[config.mk]
export PLATFORM = sky130hd
export DESIGN_NAME = freq_meter
export DESIGN_NICKNAME = d
export VERILOG_FILES = /design/src/rtl/freq_pkg.sv /design/src/rtl/freq_meter_sync_edge_det.sv /design/src/rtl/freq_meter.sv
export SDC_FILE = /design/constraint.sdc
export NUM_CORES = 1
export LEC_CHECK = 0
export CAP_MARGIN = 40
export CORE_MARGIN = 2
export CORE_UTILIZATION = 50
export CTS_BUF_LIST = sky130_fd_sc_hd__clkbuf_8
export CTS_CLUSTER_DIAMETER = 50
export DETAILED_ROUTE_END_ITERATION = 8
export PLACE_DENSITY = 0.74
export SLEW_MARGIN = 15
export SYNTH_ARGS = -nofsm -noshare
export SYNTH_HDL_FRONTEND = slang
export SYNTH_SLANG_ARGS = --single-unit
[constraint.sdc]
create_clock -name clk -period 3.3 [get_ports clk]
set_clock_uncertainty 0.15 [all_clocks]
set_input_delay 0.33 -clock clk [delete_from_list [all_inputs] [get_ports clk]]
set_output_delay 0.33 -clock clk [all_outputs]
set_load 0.01 [all_outputs]
[src/rtl/freq_pkg.sv]
// Shared definitions for the frequency meter: FSM state encoding and default sizing.
package freq_pkg;

    typedef enum logic [1:0] {
        ST_IDLE    = 2'd0,
        ST_MEASURE = 2'd1,
        ST_DONE    = 2'd2
    } state_e;

    localparam int unsigned DEF_GATE_CYCLES = 1000;
    localparam int unsigned DEF_CNT_W       = 16;
    localparam int unsigned DEF_SYNC_STAGES = 2;

endpackage

[src/rtl/freq_meter_sync_edge_det.sv]
// Multi-flop synchroniser for an asynchronous input followed by a rising-edge detector.
module sync_edge_det #(
    parameter int unsigned SYNC_STAGES = 2
) (
    input  logic clk,
    input  logic reset,
    input  logic d,
    output logic rise
);

    logic [SYNC_STAGES-1:0] r_sync;
    logic                   r_dly;

    always_ff @(posedge clk or negedge reset) begin
        if (!reset) begin
            r_sync <= '0;
            r_dly  <= 1'b0;
        end else begin
            r_sync <= {r_sync[SYNC_STAGES-2:0], d};
            r_dly  <= r_sync[SYNC_STAGES-1];
        end
    end

    // Combinational so the edge is counted on the cycle it becomes visible.
    assign rise = r_sync[SYNC_STAGES-1] & ~r_dly;

endmodule

[src/rtl/freq_meter.sv]
// Counts rising edges of an asynchronous input over a fixed gate window and
// publishes the result with a one-cycle valid strobe.
module freq_meter
    import freq_pkg::*;
#(
    parameter int unsigned GATE_CYCLES = DEF_GATE_CYCLES,
    parameter int unsigned CNT_W       = DEF_CNT_W,
    parameter int unsigned SYNC_STAGES = DEF_SYNC_STAGES
) (
    input  logic             clk,
    input  logic             reset,
    input  logic             enable,
    input  logic             frequency,
    output logic [CNT_W-1:0] count,
    output logic             valid,
    output logic             overflow,
    output logic             busy
);

    localparam int unsigned       GATE_W    = (GATE_CYCLES > 1) ? $clog2(GATE_CYCLES) : 1;
    localparam logic [GATE_W-1:0] GATE_LAST = GATE_W'(GATE_CYCLES - 1);
    localparam logic [CNT_W-1:0]  CNT_MAX   = '1;

    state_e            r_state;
    state_e            w_state_nxt;
    logic [GATE_W-1:0] r_gate_cnt;
    logic [CNT_W-1:0]  r_edge_cnt;
    logic              r_ovf;
    logic [CNT_W-1:0]  r_count;
    logic              r_valid;
    logic              r_overflow;
    logic              r_busy;

    logic              w_rise;
    logic              w_last;
    logic              w_run;
    logic [CNT_W-1:0]  w_edge_nxt;
    logic              w_ovf_nxt;

    sync_edge_det #(
        .SYNC_STAGES(SYNC_STAGES)
    ) u_sync (
        .clk  (clk),
        .reset(reset),
        .d    (frequency),
        .rise (w_rise)
    );

    assign w_last = (r_gate_cnt == GATE_LAST);
    assign w_run  = (r_state == ST_MEASURE) && enable;

    // Saturating edge count; an increment attempted at full scale flags overflow.
    always_comb begin
        w_edge_nxt = r_edge_cnt;
        w_ovf_nxt  = r_ovf;
        if (w_rise) begin
            if (r_edge_cnt == CNT_MAX) begin
                w_ovf_nxt = 1'b1;
            end else begin
                w_edge_nxt = r_edge_cnt + CNT_W'(1);
            end
        end
    end

    always_comb begin
        w_state_nxt = r_state;
        case (r_state)
            ST_IDLE: begin
                if (enable) w_state_nxt = ST_MEASURE;
            end
            ST_MEASURE: begin
                if (!enable)     w_state_nxt = ST_IDLE;
                else if (w_last) w_state_nxt = ST_DONE;
            end
            ST_DONE: begin
                w_state_nxt = enable ? ST_MEASURE : ST_IDLE;
            end
            default: w_state_nxt = ST_IDLE;
        endcase
    end

    always_ff @(posedge clk or negedge reset) begin
        if (!reset) begin
            r_state <= ST_IDLE;
        end else begin
            r_state <= w_state_nxt;
        end
    end

    // Counters only advance inside a live window; every other state leaves them cleared.
    always_ff @(posedge clk or negedge reset) begin
        if (!reset) begin
            r_gate_cnt <= '0;
            r_edge_cnt <= '0;
            r_ovf      <= 1'b0;
        end else if (w_run) begin
            r_gate_cnt <= r_gate_cnt + GATE_W'(1);
            r_edge_cnt <= w_edge_nxt;
            r_ovf      <= w_ovf_nxt;
        end else begin
            r_gate_cnt <= '0;
            r_edge_cnt <= '0;
            r_ovf      <= 1'b0;
        end
    end

    // Results load on entry to DONE so valid, count and overflow appear together in that cycle.
    always_ff @(posedge clk or negedge reset) begin
        if (!reset) begin
            r_count    <= '0;
            r_valid    <= 1'b0;
            r_overflow <= 1'b0;
            r_busy     <= 1'b0;
        end else begin
            r_valid <= w_run && w_last;
            r_busy  <= (w_state_nxt == ST_MEASURE);
            if (w_run && w_last) begin
                r_count    <= w_edge_nxt;
                r_overflow <= w_ovf_nxt;
            end
        end
    end

    assign count    = r_count;
    assign valid    = r_valid;
    assign overflow = r_overflow;
    assign busy     = r_busy;

endmodule

==> flow_metrics.tcl, run 1 <==
set metrics [dict create \
    drt_first_pass_iters 4 \
    async_reset_ff_share_pct 100 \
    rsz0062_at_grt "false" \
    port_buffers 22 \
    drive_above_1_share_pct 8.76 \
    slowest_delay_ns 0.62 \
    fin_tns_setup_ns 0 \
    dieHeight_um 72.3 \
    outcome "finished, final reports clean" \
    dp_hpwl_um 3010 \
    synth_cells 224 \
    cts_resized 0 \
    slew_viol_final 0 \
    gp_congestion 0.817 \
    synth_edf_count 0 \
    mappedNetlistArea_sq_mm 0.00233 \
    clk_pin_slew_ns 0.09 \
    start_util_pct 52.9 \
    root_buffer "clkbuf_8" \
    drtAntennaViolNets 0 \
    area_growth_pct 14.3 \
    grt_overflow_total 0 \
    ys_seq_area_share_pct 54.7 \
    io_pins 23 \
    crit_required_ns 3.40 \
    track_usage_pct 18.8 \
    grt_max_degree 28 \
    fin_nets 256 \
    antenna_cells 0 \
    final-hold-violation-count 0 \
    cts_made_buffers 5 \
    post-route-util_pct 60.4 \
    max_freq_mhz 447 \
    drc 0 \
    cts_tree "built" \
    cts_sinks 51 \
    avgSynthCellArea_sq_um 10.4 \
    ys_seq_elements 51 \
    worstPathCellList "ha_1, nand4b_2, or4_4, or4_1, nand3_1" \
    worstSkewPairLatency_ns 0.31 \
    vias_per_cell 5.74 \
    maxCapViolations 0 \
    via_count 1740 \
    yosysUniqueCellTypes 43 \
    rows 24 \
    arrival_ns 2.34 \
    setup_violations 0 \
    yosys.area.top_type_share_pct 54.7 \
    core_area_sq_mm 0.00441 \
    synth_fp_nets 230 \
    cp_slowest_cell "or4_4" \
    fin_crit_sh_pct 67.8 \
    cts.path.max_buffers 2 \
    vdd_drop_max_mv 0.189 \
    p_per_area_mw_per_mm2 381 \
    worstHoldPathType "flop to flop" \
    wl_um 4330 \
    p_leak_uw 0.00112 \
    grt_pass1_vias 1675 \
    routedWlPerCell_um 14.3 \
    yosysTopAreaCell "dfrtp_1" \
    worst_slew_pin_slew_ns 0.771 \
    final_common_cell "dfrtp_1" \
    drtIter0Drc 121 \
    yosysWarningCount 0 \
    fp.dieArea_sq_mm 0.00523 \
    die_w_um 72.3 \
    path_class "flop to flop" \
    antenna_found_initial 0 \
    slew_headroom_pct 48.2 \
    grt_pass1_wl_um 7540 \
    cp-start-kind "flop" \
    synth_flop_cell "dfrtp_1" \
    period_needed_ns 2.24 \
    end_kind "flop" \
    cp_max_fo 21 \
    mostFrequentLayoutCells "dfrtp_1, nor2_1, clkdlybuf4s50_1, nand2_1, o21ai_0" \
    h-tree-depth 2 \
    synth.area.top_cells "dfrtp_1, nor2_1, o21ai_0" \
]
routing by layer:
layer | vias to the layer above | wire length, um | track usage (%)
met5 | - | 0 | 0
met4 | 0 | 71 | 8.18
met3 | 9 | 130 | 3.47
met2 | 27 | 1890 | 27.8
met1 | 832 | 2240 | 27.1
li1 | 872 | - | -
flip-flops by register name, summed over array words and instances (netlist names):
name,cells
u_sync.r_sync,2
r_edge_cnt,16
count,16
valid,1
r_gate_cnt,10
busy,1
r_state,2
r_ovf,1
u_sync.r_dly,1
overflow,1
critical path, delay by kind of cell, from the launching register on:
| kind | cells | cell delay [ns] |
|---|---|---|
| DFF | 1 | 0.39 |
| adders and majority gates | 1 | 0.26 |
| and+or+nand+nor | 4 | 1.38 |
cell usage after synthesis (2+ instances only):
cell type   n
a21oi_1    12
xnor2_1     6
nor4_1      2
mux2i_1     2
or4_1       5
nand4_1     6
clkbuf_1    2
clkbuf_8    2
nor3_1      7
nor2_1     26
nand2_1    17
inv_1       3
nand2b_1    2
and2_1      3
o21ai_0    14
ha_1        2
buf_6       2
and3_1      2
a31oi_1    10
nand4_2     2
and3b_1     2
xor2_1      2
nand3_1    12
o31ai_1     4
or3_1       7
dfrtp_1    51
o211ai_1    3
final timing paths:
kind / from / endpoint / slack (ns) / cells past startpoint
setup reg to reg: r_gate_cnt[0]$_DFF_PN0_ / count[0]$_DFFE_PN0P_ / 1.06 / 5
hold / removal: u_sync.r_sync[0]$_DFF_PN0_ / u_sync.r_sync[1]$_DFF_PN0_ / 0.21 / 0
max in group asynchronous: reset / r_gate_cnt[4]$_DFF_PN0_ / 1.89 / 3
hold reg to reg: u_sync.r_sync[0]$_DFF_PN0_ / u_sync.r_sync[1]$_DFF_PN0_ / 0.21 / 0
setup / recovery: r_gate_cnt[0]$_DFF_PN0_ / count[0]$_DFFE_PN0P_ / 1.06 / 5
min in group asynchronous: reset / r_edge_cnt[1]$_DFF_PN0_ / 0.38 / 2
power breakdown:
part	switching [uW]	internal, uW	total [uW]
sequential	3.83	629	633
clock	206	145	352
combinational	21.1	9.90	31.0
total	231	784	1020
layout make-up:
type | count | area [sq um]
Clock buffer | 5 | 68.8
Clock inverter | 3 | 16.3
Fill cell | 407 | 1750
Inverter | 4 | 15.0
Multi-Input combinational cell | 162 | 977
Sequential cell | 51 | 1280
Tap cell | 52 | 65.1
Timing Repair Buffer | 26 | 248
through the flow:
step / setup slack (ns) / power, uW / cell area [sq um] / instances / hold WS (ns)
final: 1.06 / 1020 / 2670 / 303 / 0.206
after global placement: 0.964 / 676 / 2570 / 294 / 0.183
after floorplan: 1.15 / 655 / 2330 / 224 / -0.116
after detailed placement: 0.947 / 677 / 2570 / 294 / 0.186
after global routing: 0.897 / 1060 / 2670 / 303 / 0.231
after CTS: 1.06 / 1030 / 2670 / 303 / 0.208
what timing repair did:
action,CTS,global route
hold buffers,1,0
buffers inserted,0,0
hold endpoints to repair,25,0
kinds of logic (layout without fill, tap and decap cells):
logic type      Yosys count  in the layout  share of synthesized area [%]
simple gates            103            103                           25.0
mux                       2              2                          0.858
flops                    51             51                           54.7
xor+xnor                  8              8                           3.00
buf+inv                  11             38                           3.43
fa+ha+maj                 2              2                           1.07
compound gates           47             47                           12.0
(Power assumes the default switching activity.)
==> run 2: changes to the inputs <==
==> constraint.sdc (replaced) <==
create_clock -name clk -period 2.21 [get_ports clk]
set_clock_uncertainty 0.15 [all_clocks]
set_input_delay 0.221 -clock clk [delete_from_list [all_inputs] [get_ports clk]]
set_output_delay 0.221 -clock clk [all_outputs]
set_load 0.01 [all_outputs]
==> run 2 against run 1 <==
Sequential power is 49% higher. Power is 55% higher. Via count is 3.4% higher. Worst hold slack worse by 0.037 ns. Wire length is 5.4% higher. Design area is 4.5% higher. Setup slack worse by 0.95 ns. Critical path type unchanged. Critical endpoint unchanged. Highest routed layer unchanged.
==> flow_metrics.tcl, run 2 (same netlist as run 1, synthesis figures left out) <==
set metrics [dict create \
    die_w_um 72.3 \
    max_freq_mhz 477 \
    cp_max_fo 6 \
    dp.cells 303 \
    vias_per_cell 5.73 \
    wl_um 4560 \
    setup_violations 0 \
    worstHoldPathType "input port to asynchronous set/reset pin" \
    worstPathCellList "ha_2, nand4b_2, or4_4, or4_1, nand3_1" \
    gp_congestion 0.831 \
    drt_first_pass_iters 4 \
    fin_crit_sh_pct 94.8 \
    arrival_ns 2.19 \
    io_pins 23 \
    slowest_delay_ns 0.52 \
    outcome "finished, final reports clean" \
    slew_headroom_pct 76.3 \
    grt_max_degree 38 \
    p_per_area_mw_per_mm2 564 \
    core_area_sq_mm 0.00441 \
    antenna_cells 0 \
    maxCapViolations 0 \
    crit_required_ns 2.30 \
    seqCellArea_sq_mm 0.00128 \
    port_buffers 22 \
    drtAntennaViolNets 0 \
    cts.path.max_buffers 2 \
    h-tree-depth 2 \
    setup_ws_ns 0.116 \
    rsz0062_at_grt "false" \
    dieHeight_um 72.3 \
    drive_above_1_share_pct 13.7 \
    slew_viol_final 0 \
    period_needed_ns 2.09 \
    path_class "flop to flop" \
    worstSkewPairLatency_ns 0.30 \
    fin_nets 267 \
    track_usage_pct 19.5 \
    dpl_cell_area_sq_mm 0.00264 \
    antenna_found_initial 0 \
    cts_sinks 51 \
    multi_input_area_sq_um 983 \
    clk_pin_slew_ns 0.09 \
    rows 24 \
    via_count 1800 \
    total_power_uw 1570 \
    dp_slack_ns 0.0667 \
    drc 0 \
    dp_hpwl_um 3180 \
    fillers 360 \
    cp-start-kind "flop" \
    mostFrequentLayoutCells "dfrtp_1, nor2_1, clkdlybuf4s50_1, nand2_1, o21ai_0" \
    cp_slowest_cell "or4_1" \
    grt_pass1_wl_um 7810 \
    fp.dieArea_sq_mm 0.00523 \
    grt_overflow_total 0 \
    p_leak_uw 0.00118 \
    stdcell_area_sq_mm 0.00279 \
    cts_tree "built" \
    worst_slew_pin_slew_ns 0.354 \
    fin_tns_setup_ns 0 \
    vdd_drop_max_mv 0.421 \
    area_growth_pct 19.4 \
    stdcell_count 314 \
    drtIter0Drc 86 \
    root_buffer "clkbuf_8" \
    start_util_pct 52.9 \
    end_kind "flop" \
    final_common_cell "dfrtp_1" \
    final-hold-violation-count 0 \
    cts_made_buffers 5 \
    routedWlPerCell_um 14.5 \
    grt_pass1_vias 1667 \
]
## run 2: changes by cell type in the layout (fill, tap and decap cells not counted), sizes merged
cell	previous run	this run
clkinv	2	0
clkbuf	5	7
buf	4	15
## run 2: repair_timing
item                                    in CTS  in global routing
endpoints found under the setup margin       0                 11
hold buffers                                 1                  0
gates resized for setup                      0                  3
hold endpoints to repair                    35                  0
buffers inserted                             0                  1
## run 2: report_power, final
group / total, uW / leakage, uW / internal, uW / switching, uW
clock: 573 / 0.0000557 / 282 / 291
sequential: 945 / 0.000700 / 939 / 5.87
combinational: 54.0 / 0.000429 / 20.8 / 33.1
total: 1570 / 0.00118 / 1240 / 330
## run 2: through the flow
step / hold WS (ns) / utilization (%)
global route: 0.185 / 63.1
CTS: 0.194 / 62.3
detailed placement: 0.192 / 59.8
floorplan: -0.225 / -
global placement: 0.185 / 59.8
finish: 0.169 / 63.1
## run 2: area by class of cell
type,count,share of cell area [%]
sequential,51,45.8
clock buffer,7,3.46
clock inverter,1,0.135
tap,52,2.33
timing repair buffer,37,12.3
multi-input combinational,162,35.3
inverter,4,0.674
## run 2: final timing paths
path                                            startpoint                         end  cells after the start  slack [ns]
worst max-delay path               r_gate_cnt[0]$_DFF_PN0_        count[0]$_DFFE_PN0P_                      5        0.12
worst min-delay path                                 reset        count[3]$_DFFE_PN0P_                      2        0.17
worst max register to register     r_gate_cnt[0]$_DFF_PN0_        count[0]$_DFFE_PN0P_                      5        0.12
worst min register to register  u_sync.r_sync[0]$_DFF_PN0_  u_sync.r_sync[1]$_DFF_PN0_                      0        0.21
max in group asynchronous                            reset     r_gate_cnt[9]$_DFF_PN0_                      4        1.09
min in group clk                                 frequency  u_sync.r_sync[0]$_DFF_PN0_                      1        0.20
## run 2: layer usage
layer	track usage [%]	vias to the layer above	routed length (um)
li1	-	889	-
met4	6.50	0	45
met5	0	-	0
met2	27.8	39	1970
met1	28.9	867	2360
met3	5.28	5	183
## run 2: critical path: cells and delay by family, from the launching register on
family,cells,cell delay (ns)
flops,1,0.42
simple gates,4,1.23
fa+ha+maj,1,0.25
==> run 3: changes to the inputs <==
--- a/config.mk
+++ b/config.mk
@@ -11,7 +11,8 @@
 export CTS_BUF_LIST = sky130_fd_sc_hd__clkbuf_8
 export CTS_CLUSTER_DIAMETER = 50
 export DETAILED_ROUTE_END_ITERATION = 8
-export PLACE_DENSITY = 0.74
+export DONT_BUFFER_PORTS = 1
+export PLACE_DENSITY = 0.68
 export SLEW_MARGIN = 15
 export SYNTH_ARGS = -nofsm -noshare
 export SYNTH_HDL_FRONTEND = slang
==> run 3 against run 2 <==
Cell count shrank 7.6%. Critical path depth unchanged. Register-to-register slack got worse by 0.04 ns. Design area is 8.1% lower. Setup slack lost 0.037 ns. Sequential share of layout area increased by 4.1 points. Die area did not move. Critical path type unchanged. Clock power shrank 10%. Global-route usage about the same. Non-clock buffer count fell by 24. Largest cell class unchanged.
==> flow_metrics.tcl, run 3 (same netlist as run 1, synthesis figures left out) <==
set metrics [dict create \
    whs_endpoint "count[0]$_DFFE_PN0P_" \
    period_needed_ns 2.13 \
    setup_violations 0 \
    rr_worst_depth 5 \
    fin_nets 243 \
    antenna_cells 0 \
    total_power_uw 1510 \
    fp.dieArea_sq_mm 0.00523 \
    mostFrequentLayoutCells "dfrtp_1, nor2_1, nand2_1, o21ai_0" \
    gp_congestion 0.826 \
    cts_tree "built" \
    vdd_drop_max_mv 0.378 \
    core_area_sq_mm 0.00441 \
    cts_made_buffers 5 \
    fillers 381 \
    drtIter0Drc 136 \
    io_pins 23 \
    rr_startpoint "r_gate_cnt[0]$_DFF_PN0_" \
    cts.path.max_buffers 2 \
    die_w_um 72.3 \
    via_count 1678 \
    root_buffer "clkbuf_8" \
    port_buffers 0 \
    hold_depth 4 \
    grt_overflow_total 0 \
    final_common_cell "dfrtp_1" \
    drc 0 \
    dp_hpwl_um 3060 \
    maxCapViolations 0 \
    final-hold-violation-count 0 \
    vias_per_cell 5.79 \
    worstHoldPathType "input port to flop" \
    rrSetupSlack_ns 0.08 \
    dieHeight_um 72.3 \
    end_kind "flop" \
    drt_first_pass_iters 4 \
    slew_headroom_pct 76.1 \
    rr_endpoint "count[5]$_DFFE_PN0P_" \
    arrival_ns 2.22 \
    antenna_found_initial 0 \
    worstSkewPairLatency_ns 0.30 \
    grt_pass1_vias 1655 \
    h-tree-depth 2 \
    grt_max_degree 52 \
    worst_slew_pin_slew_ns 0.356 \
    fin_tns_setup_ns 0 \
    wl_um 4470 \
    rsz0062_at_grt "false" \
    fin_crit_sh_pct 96.5 \
    cp-start-kind "flop" \
    slew_viol_final 0 \
    routedWlPerCell_um 15.4 \
    rows 24 \
    crit_required_ns 2.30 \
    start_util_pct 52.9 \
    clk_pin_slew_ns 0.09 \
    p_per_area_mw_per_mm2 590 \
    path_class "flop to flop" \
    cp_max_fo 6 \
    outcome "finished, final reports clean" \
    drive_above_1_share_pct 12.6 \
    track_usage_pct 19.5 \
    area_growth_pct 9.71 \
    cts_sinks 51 \
    p_leak_uw 0.00109 \
    grt_pass1_wl_um 7850 \
    max_freq_mhz 469 \
    drtAntennaViolNets 0 \
    min_from "enable" \
]
[run 3: cell count changes in the layout (fill, tap and decap cells not counted), sizes merged]
| cell | previous run | this run |
|---|---|---|
| dlygate4sd3 | 1 | 3 |
| clkinvlp | 1 | 2 |
| clkinv | 0 | 1 |
| buf | 15 | 10 |
| clkdlybuf4s50 | 21 | 0 |
| clkbuf | 7 | 5 |
[run 3: what timing repair did]
action | 4_1_cts | 5_1_grt
hold buffers | 4 | 0
resized for setup | 1 | 2
endpoints found under the hold margin | 54 | 0
pin swaps | 0 | 0
endpoints found under the setup margin | 1 | 11
buffers inserted | 0 | 1
[run 3: layer usage]
layer / part of all wire (%) / track usage (%)
met3: 5.4 / 5.00
met4: 2.1 / 7.34
met1: 50 / 28.0
met5: 0 / 0
met2: 42 / 28.4
[run 3: worst max-delay path by stage]
stage | startpoint | endpoint | slack (ns) | cells after the start
2_1_floorplan | r_gate_cnt[0]$_DFF_PN0_ | count[5]$_DFFE_PN0P_ | 0.06 | 6
3_3_place_gp | r_gate_cnt[0]$_DFF_PN0_ | count[6]$_DFFE_PN0P_ | 0.10 | 5
3_5_place_dp | r_gate_cnt[0]$_DFF_PN0_ | count[6]$_DFFE_PN0P_ | 0.02 | 5
4_1_cts | r_gate_cnt[0]$_DFF_PN0_ | count[5]$_DFFE_PN0P_ | 0.03 | 5
5_1_grt | r_gate_cnt[1]$_DFF_PN0_ | count[5]$_DFFE_PN0P_ | 0.02 | 5
6_report | r_gate_cnt[0]$_DFF_PN0_ | count[5]$_DFFE_PN0P_ | 0.08 | 5
[run 3: power by group]
part	internal (uW)	switching, uW	total (uW)	leakage, uW
logic	17.7	31.9	49.6	0.000347
registers	939	6.82	946	0.000700
clock network	217	298	515	0.0000453
total	1170	336	1510	0.00109
[run 3: through the flow]
step | utilization [%] | cells | setup WS [ns] | hold slack [ns] | area [sq um]
floorplan | - | 224 | 0.0632 | -0.225 | 2330
global placement | 54.2 | 277 | 0.100 | -0.223 | 2390
detailed placement | 54.2 | 277 | 0.0180 | -0.223 | 2390
CTS | 57.5 | 289 | 0.0286 | 0.125 | 2540
global route | 58.0 | 290 | 0.0246 | 0.145 | 2560
finish | 58.0 | 290 | 0.0783 | 0.155 | 2560
[run 3: final cells by class]
type | instances | area, sq um | share of cell area, %
multi-input combinational | 162 | 990 | 38.7
timing repair buffer | 13 | 125 | 4.89
inverter | 4 | 18.8 | 0.733
clock inverter | 3 | 16.3 | 0.635
tap | 52 | 65.1 | 2.54
sequential | 51 | 1280 | 49.9
clock buffer | 5 | 68.8 | 2.69
[run 3: worst max-delay path, stage by stage (launching register included)]
cell and delay [ns]:
dfrtp_1 0.41, ha_4 0.18, nand4b_2 0.13, or4_4 0.57, or4_1 0.53, nand3_1 0.09
